$ cat src/rtl/ddr3_cke_lane_ctrl_if.sv
// ddr3_cke_lane_ctrl_if: CKE request, serial word, delay-line command and lane-control signals.
interface ddr3_cke_lane_ctrl_if #(parameter int STEP_W = 8);
  logic              CKE_REQ;
  logic [1:0]        CKE_PHASE;
  logic              CKE_VALID;
  logic              CKE_READY;
  logic [3:0]        TX_DATA;
  logic [3:0]        OE_DATA;
  logic              DL_START;
  logic [STEP_W-1:0] DL_STEPS;
  logic              DL_DIR;
  logic              DL_LOAD_REQ;
  logic              DL_BUSY;
  logic              DL_DONE;
  logic              DL_OOR_STICKY;
  logic              DL_OOR_CLR;
  logic              DELAY_LINE_MOVE;
  logic              DELAY_LINE_DIRECTION;
  logic              DELAY_LINE_LOAD;
  logic              DELAY_LINE_OUT_OF_RANGE;
  modport master (
    output CKE_REQ, CKE_PHASE, CKE_VALID, DL_START, DL_STEPS, DL_DIR, DL_LOAD_REQ, DL_OOR_CLR,
           DELAY_LINE_OUT_OF_RANGE,
    input  CKE_READY, TX_DATA, OE_DATA, DL_BUSY, DL_DONE, DL_OOR_STICKY,
           DELAY_LINE_MOVE, DELAY_LINE_DIRECTION, DELAY_LINE_LOAD
  );
  modport slave (
    input  CKE_REQ, CKE_PHASE, CKE_VALID, DL_START, DL_STEPS, DL_DIR, DL_LOAD_REQ, DL_OOR_CLR,
           DELAY_LINE_OUT_OF_RANGE,
    output CKE_READY, TX_DATA, OE_DATA, DL_BUSY, DL_DONE, DL_OOR_STICKY,
           DELAY_LINE_MOVE, DELAY_LINE_DIRECTION, DELAY_LINE_LOAD
  );
endinterface

$ cat src/rtl/ddr3_cke_lane_ctrl.sv
// ddr3_cke_lane_ctrl: DDR3 CKE lane driver (serial CKE words, tCKE hold, delay-line sequencer).
// Define CKE_LANE_OOR_SYNC_EN to pass DELAY_LINE_OUT_OF_RANGE through a 2-flop synchroniser.
module ddr3_cke_lane_ctrl #(
  parameter int MIN_HOLD    = 4,
  parameter int OE_INIT_DLY = 8,
  parameter int STEP_W      = 8
) (
  input logic FAB_CLK,
  input logic ARST,
  ddr3_cke_lane_ctrl_if.slave lane
);
  localparam int HOLD_W = 4;
  typedef enum logic [2:0] {S_IDLE, S_MOVE_HI, S_MOVE_LO, S_LOAD, S_DONE} dl_state_t;
  logic [7:0]        r_oe_cnt;
  logic              r_oe;
  logic              r_level;
  logic [HOLD_W-1:0] r_hold;
  logic [3:0]        r_tx;
  logic [3:0]        w_mix;
  logic              w_accept;
  logic              w_oor;
  dl_state_t         r_state;
  dl_state_t         w_next;
  logic [STEP_W-1:0] r_rem;
  logic              r_dir;
  logic              r_sticky;
  always_ff @(posedge FAB_CLK or posedge ARST)
    if (ARST) begin
      r_oe_cnt <= '0;
      r_oe     <= 1'b0;
    end else if (!r_oe) begin
      r_oe_cnt <= r_oe_cnt + 8'd1;
      r_oe     <= (r_oe_cnt == 8'(OE_INIT_DLY - 1));
    end
  assign w_accept = lane.CKE_VALID & lane.CKE_READY;
  // Slots before the phase keep the old level, the rest carry the new one.
  always_comb begin
    w_mix = '0;
    for (int i = 0; i < 4; i++) w_mix[i] = (i < int'(lane.CKE_PHASE)) ? r_level : lane.CKE_REQ;
  end
  always_ff @(posedge FAB_CLK or posedge ARST)
    if (ARST) begin
      r_level <= 1'b0;
      r_hold  <= '0;
      r_tx    <= '0;
    end else begin
      r_tx    <= w_accept ? w_mix : {4{r_level}};
      r_level <= w_accept ? lane.CKE_REQ : r_level;
      r_hold  <= (w_accept && lane.CKE_REQ != r_level) ? HOLD_W'(MIN_HOLD) :
                 (r_hold != '0) ? r_hold - 1'b1 : r_hold;
    end
  assign lane.CKE_READY = r_oe & (r_hold == '0);
  assign lane.TX_DATA   = r_tx;
  assign lane.OE_DATA   = {4{r_oe}};
`ifdef CKE_LANE_OOR_SYNC_EN
  logic [1:0] r_oor_sync;
  always_ff @(posedge FAB_CLK or posedge ARST)
    if (ARST) r_oor_sync <= '0;
    else r_oor_sync <= {r_oor_sync[0], lane.DELAY_LINE_OUT_OF_RANGE};
  assign w_oor = r_oor_sync[1];
`else
  assign w_oor = lane.DELAY_LINE_OUT_OF_RANGE;
`endif
  always_ff @(posedge FAB_CLK or posedge ARST)
    if (ARST) r_state <= S_IDLE;
    else r_state <= w_next;
  always_comb begin
    w_next = r_state;
    case (r_state)
      S_IDLE:    w_next = lane.DL_LOAD_REQ ? S_LOAD :
                          lane.DL_START ? ((lane.DL_STEPS != '0) ? S_MOVE_HI : S_DONE) : S_IDLE;
      S_MOVE_HI: w_next = w_oor ? S_DONE : S_MOVE_LO;
      S_MOVE_LO: w_next = (w_oor || r_rem == '0) ? S_DONE : S_MOVE_HI;
      S_LOAD:    w_next = S_DONE;
      default:   w_next = S_IDLE;
    endcase
  end
  always_ff @(posedge FAB_CLK or posedge ARST)
    if (ARST) begin
      r_rem    <= '0;
      r_dir    <= 1'b0;
      r_sticky <= 1'b0;
    end else begin
      if (r_state == S_IDLE && !lane.DL_LOAD_REQ && lane.DL_START && lane.DL_STEPS != '0) begin
        r_rem <= lane.DL_STEPS;
        r_dir <= lane.DL_DIR;
      end else if (r_state == S_MOVE_HI) begin
        r_rem <= r_rem - 1'b1;
      end
      r_sticky <= w_oor | (r_sticky & ~lane.DL_OOR_CLR);
    end
  always_comb begin
    lane.DL_BUSY              = r_state != S_IDLE;
    lane.DL_DONE              = r_state == S_DONE;
    lane.DELAY_LINE_MOVE      = r_state == S_MOVE_HI;
    lane.DELAY_LINE_LOAD      = r_state == S_LOAD;
    lane.DELAY_LINE_DIRECTION = r_dir;
    lane.DL_OOR_STICKY        = r_sticky;
  end
endmodule

$ cat src/flat_wrapper.sv
// flat-port wrapper written by rule: the top's interface ports become plain ports
module ddr3_cke_lane_ctrl_flat 
#(
  parameter int MIN_HOLD    = 4,
  parameter int OE_INIT_DLY = 8,
  parameter int STEP_W      = 8
)
  (FAB_CLK, ARST, lane_CKE_REQ, lane_CKE_PHASE, lane_CKE_VALID, lane_DL_START, lane_DL_STEPS, lane_DL_DIR, lane_DL_LOAD_REQ, lane_DL_OOR_CLR, lane_DELAY_LINE_OUT_OF_RANGE, lane_CKE_READY, lane_TX_DATA, lane_OE_DATA, lane_DL_BUSY, lane_DL_DONE, lane_DL_OOR_STICKY, lane_DELAY_LINE_MOVE, lane_DELAY_LINE_DIRECTION, lane_DELAY_LINE_LOAD);
  ddr3_cke_lane_ctrl_if #(.STEP_W(STEP_W)) lane_i ();
  input logic FAB_CLK;
  input logic ARST;
  input wire logic [$bits(lane_i.CKE_REQ)-1:0] lane_CKE_REQ;
  input wire logic [$bits(lane_i.CKE_PHASE)-1:0] lane_CKE_PHASE;
  input wire logic [$bits(lane_i.CKE_VALID)-1:0] lane_CKE_VALID;
  input wire logic [$bits(lane_i.DL_START)-1:0] lane_DL_START;
  input wire logic [$bits(lane_i.DL_STEPS)-1:0] lane_DL_STEPS;
  input wire logic [$bits(lane_i.DL_DIR)-1:0] lane_DL_DIR;
  input wire logic [$bits(lane_i.DL_LOAD_REQ)-1:0] lane_DL_LOAD_REQ;
  input wire logic [$bits(lane_i.DL_OOR_CLR)-1:0] lane_DL_OOR_CLR;
  input wire logic [$bits(lane_i.DELAY_LINE_OUT_OF_RANGE)-1:0] lane_DELAY_LINE_OUT_OF_RANGE;
  output wire logic [$bits(lane_i.CKE_READY)-1:0] lane_CKE_READY;
  output wire logic [$bits(lane_i.TX_DATA)-1:0] lane_TX_DATA;
  output wire logic [$bits(lane_i.OE_DATA)-1:0] lane_OE_DATA;
  output wire logic [$bits(lane_i.DL_BUSY)-1:0] lane_DL_BUSY;
  output wire logic [$bits(lane_i.DL_DONE)-1:0] lane_DL_DONE;
  output wire logic [$bits(lane_i.DL_OOR_STICKY)-1:0] lane_DL_OOR_STICKY;
  output wire logic [$bits(lane_i.DELAY_LINE_MOVE)-1:0] lane_DELAY_LINE_MOVE;
  output wire logic [$bits(lane_i.DELAY_LINE_DIRECTION)-1:0] lane_DELAY_LINE_DIRECTION;
  output wire logic [$bits(lane_i.DELAY_LINE_LOAD)-1:0] lane_DELAY_LINE_LOAD;
  assign lane_i.CKE_REQ = lane_CKE_REQ;
  assign lane_i.CKE_PHASE = lane_CKE_PHASE;
  assign lane_i.CKE_VALID = lane_CKE_VALID;
  assign lane_i.DL_START = lane_DL_START;
  assign lane_i.DL_STEPS = lane_DL_STEPS;
  assign lane_i.DL_DIR = lane_DL_DIR;
  assign lane_i.DL_LOAD_REQ = lane_DL_LOAD_REQ;
  assign lane_i.DL_OOR_CLR = lane_DL_OOR_CLR;
  assign lane_i.DELAY_LINE_OUT_OF_RANGE = lane_DELAY_LINE_OUT_OF_RANGE;
  assign lane_CKE_READY = lane_i.CKE_READY;
  assign lane_TX_DATA = lane_i.TX_DATA;
  assign lane_OE_DATA = lane_i.OE_DATA;
  assign lane_DL_BUSY = lane_i.DL_BUSY;
  assign lane_DL_DONE = lane_i.DL_DONE;
  assign lane_DL_OOR_STICKY = lane_i.DL_OOR_STICKY;
  assign lane_DELAY_LINE_MOVE = lane_i.DELAY_LINE_MOVE;
  assign lane_DELAY_LINE_DIRECTION = lane_i.DELAY_LINE_DIRECTION;
  assign lane_DELAY_LINE_LOAD = lane_i.DELAY_LINE_LOAD;
  ddr3_cke_lane_ctrl #(.MIN_HOLD(MIN_HOLD), .OE_INIT_DLY(OE_INIT_DLY), .STEP_W(STEP_W)) u_core (.FAB_CLK(FAB_CLK), .ARST(ARST), .lane(lane_i));
endmodule
$ cat config.mk
export PLATFORM = sky130hd
export DESIGN_NAME = ddr3_cke_lane_ctrl_flat
export DESIGN_NICKNAME = d
export VERILOG_FILES = /design/src/rtl/ddr3_cke_lane_ctrl_if.sv /design/src/rtl/ddr3_cke_lane_ctrl.sv /design/src/flat_wrapper.sv
export SDC_FILE = /design/constraint.sdc
export NUM_CORES = 1
export LEC_CHECK = 0
export ABC_AREA = 1
export BUFFER_PORTS_ARGS = -buffer_cell sky130_fd_sc_hd__buf_2
export CELL_PAD_IN_SITES_DETAIL_PLACEMENT = 0
export CELL_PAD_IN_SITES_GLOBAL_PLACEMENT = 1
export CORE_AREA = 4 4 83 85
export DETAILED_ROUTE_END_ITERATION = 16
export DIE_AREA = 0 0 87 89
export PLACE_DENSITY_LB_ADDON = 0.1
export SLEW_MARGIN = 25
export SYNTH_ARGS = -nofsm -noshare
export SYNTH_HDL_FRONTEND = slang
export SYNTH_SLANG_ARGS = --single-unit
$ cat constraint.sdc
create_clock -name FAB_CLK -period 1.95 [get_ports FAB_CLK]
set_input_delay 0.0975 -clock FAB_CLK [delete_from_list [all_inputs] [get_ports FAB_CLK]]
set_output_delay 0.0975 -clock FAB_CLK [all_outputs]
set_load 0.01 [all_outputs]
==> results_dict.tcl <==
set metrics [dict create \
    synth_edf_count 0 \
    overflow 0 \
    ant_nets 0 \
    grtUsageMet3_pct 3.687 \
    rrSetupSlack_ns 0.53 \
    max-vdd-ir-drop_v 0.0005971 \
    cts_made_buffers 5 \
    wire_per_inst_um 11.36 \
    final_layout_size_suffix_gt1_share_pct 20.66 \
    htree_levels 2 \
    r2r-start "u_core.r_hold[0]" \
    hold_violations 0 \
    synth_nets 257 \
    cts_tree "built" \
    place_congestion 0.7611 \
    postSynthAreaPerCell_um2 7.658 \
    r2r_cells 8 \
    finalCriticalPeriod_ns 1.441 \
    clkTransAtPathRegs_ns 0.06 \
    status "finished clean" \
    p_clk_share_pct 20.4 \
    layout.nets 294 \
    drtIter0Drc 65 \
    sw_frac_of_total_pct 40.07 \
    maxCapViolCount 0 \
    timing_max_transition_violations_final 0 \
    yosysSeqAreaShare_pct 43.48 \
    grt_pass1_wl_um 6920 \
    fmax_ghz 0.6939 \
    cts.repair.resized 0 \
    antenna_found_initial 0 \
    ys.warnings.count 0 \
    die_h_um 89 \
    power_frac_seq_pct 38.3 \
    start_kind "flop" \
    via_per_inst 4.293 \
    root_buffer "clkbuf_8" \
    hold_depth 2 \
    crit_required_ns 1.85 \
    fin_skew_ns 0.007065 \
    power.share.combinational_pct 41.2 \
    drc_errors 0 \
    switching_power_uw 1082 \
    fill_cells 660 \
    synth_top_flop_cell "dfrtp_1" \
    grt_util_met1_pct 15.83 \
    intPower_uw 1618 \
    rows 29 \
    core_um2 6205 \
    worst_pin_slew_ns 0.4049 \
    cts_setup_buffers 0 \
    hp-start "lane_DL_OOR_CLR" \
    n_antenna_cell 0 \
    slew_headroom_pct 73.01 \
    final_util_pct 34.14 \
    drt_wl_total_um 3954 \
    clock_path_buffers 2 \
    leakagePower_uw 0.001121 \
    netlist_instances 233 \
    area_delta_synth_final_pct 18.72 \
    synth_area_um2 1784 \
    hold_buffers 1 \
    final_cell_mix "48 x nand2_1, 39 x nand3_1, 36 x inv_1, 33 x buf_2, 31 x dfrtp_1" \
    setup-tns-final_ns 0 \
    criticalPathCategory "flop to primary output" \
    grt_max_degree 32 \
    end_kind "primary output" \
    via_count 1494 \
    synthArstFlopShare_pct 100.0 \
    grtUsageMet2_pct 16.77 \
    cts_num_sinks 31 \
    crit_arrival_ns 1.34 \
    first_pass_iters 4 \
    hp-class "input port to flop" \
    rsz0062_at_grt "no" \
    ys_ff_latch 31 \
    crit_fanout 11 \
    p_per_area_nw_per_um2 1274 \
    hold_end "u_core.lane.DL_OOR_STICKY" \
    initial_core_util_pct 28.76 \
    pin_count 34 \
    worstSkewPairLatency_ns 0.28 \
    grt_usage_pct 11.36 \
    grt_pass1_vias 1480 \
    die_area_um2 7743 \
    die_x_um 87 \
    busiest_layer "met2" \
    finalCritPeriodShare_pct 73.90 \
    rr_endpoint "u_core.lane.TX_DATA[1]" \
    setup_violations 0 \
    dp_hpwl_um 3014 \
    numPortBuffers 33 \
    synthDistinctLibCells 25 \
    layout_commonest_cell "nand2_1" \
]
## registers in the layout (all words and copies together) (netlist names)
name / flops
u_core.r_oe_cnt: 8
u_core.lane.DELAY_LINE_DIRECTION: 1
u_core.r_level: 1
u_core.r_oe: 1
u_core.r_hold: 4
u_core.r_rem: 8
u_core.lane.DL_OOR_STICKY: 1
u_core.r_state: 3
u_core.lane.TX_DATA: 4
## metrics by stage
stage / setup slack, ns / total power (µW) / cell area (µm²) / std cells / hold WS (ns)
6_report: 0.5089 / 2700 / 2118 / 348 / 0.01154
5_1_grt: 0.3275 / 2972 / 2118 / 348 / 0.005607
4_1_cts: 0.4714 / 2745 / 2118 / 348 / 0.004358
3_5_place_dp: 0.5165 / 2174 / 2008 / 339 / 0.2133
3_3_place_gp: 0.5449 / 2197 / 2008 / 339 / 0.2088
2_1_floorplan: 0.6824 / 1872 / 1784 / 233 / 0.1896
## worst max path at each step
stage	from	endpoint	depth (start not counted)	slack, ns
after floorplan	u_core.r_hold[0]	u_core.lane.TX_DATA[1]	7	0.68
after global placement	u_core.r_hold[0]	u_core.lane.TX_DATA[2]	8	0.54
after detailed placement	u_core.r_hold[0]	u_core.lane.TX_DATA[2]	8	0.52
after CTS	u_core.r_state[0]	lane_DELAY_LINE_MOVE	5	0.47
after global routing	u_core.r_hold[0]	u_core.lane.TX_DATA[1]	8	0.33
final	u_core.r_state[0]	lane_DELAY_LINE_MOVE	5	0.51
## power by group through the flow
stage	sequential (µW)	clock [µW]	combinational (µW)
global placement	1050	0	1150
floorplan	1030	0	841
CTS	1040	573	1140
global route	1060	610	1300
finish	1030	551	1110
detailed placement	1040	0	1130
## area by class of cell
cell class	instances	area, µm²	area share (%)
clock buffers	8	100.1	4.725
well taps	77	96.34	4.548
inverters	40	151.4	7.147
flip-flops and latches	31	775.7	36.62
repair buffers	36	190.2	8.978
multi-input cells	156	804.5	37.98
## kinds of logic (layout without fill, tap and decap cells)
family	count (synthesis)	after routing	share of synthesized area (%)
fa+ha+maj	5	5	3.506
xor+xnor	9	9	4.418
buf+inv	46	84	11.43
simple gates	125	125	32.33
compound gates	17	17	4.839
flops	31	31	43.48
## cells in the mapped netlist (2+ instances only)
master | instances | share of area, %
xor2_1 | 6 | 2.9
nand3_2 | 2 | 1.1
nand3_1 | 39 | 11
nor2_1 | 19 | 4.0
nand2_1 | 48 | 10
dfrtp_1 | 31 | 43
xnor2_1 | 3 | 1.5
inv_1 | 36 | 7.6
nor3_1 | 5 | 1.4
nor2_4 | 2 | 1.3
o21ai_1 | 2 | 0.56
nand4_1 | 2 | 0.70
a21oi_1 | 2 | 0.56
o21ai_0 | 12 | 3.4
buf_6 | 2 | 1.3
ha_1 | 5 | 3.5
nand2_2 | 4 | 1.4
buf_4 | 4 | 1.7
inv_2 | 3 | 0.63
## worst max-delay path, cell delays in order (launching register included)
cell,delay (ns)
dfrtp_1,0.40
inv_2,0.08
nor2_2,0.04
nand2_2,0.20
clkinv_2,0.17
buf_2,0.17
## per-layer routing
metal / share of wire [%] / vias to the layer above
met3: 4.5 / 4
met2: 44 / 21
met5: 0 / -
met1: 51 / 663
li1: - / 806
met4: 0.81 / 0
No activity file was read; power rests on OpenSTA's default activity.
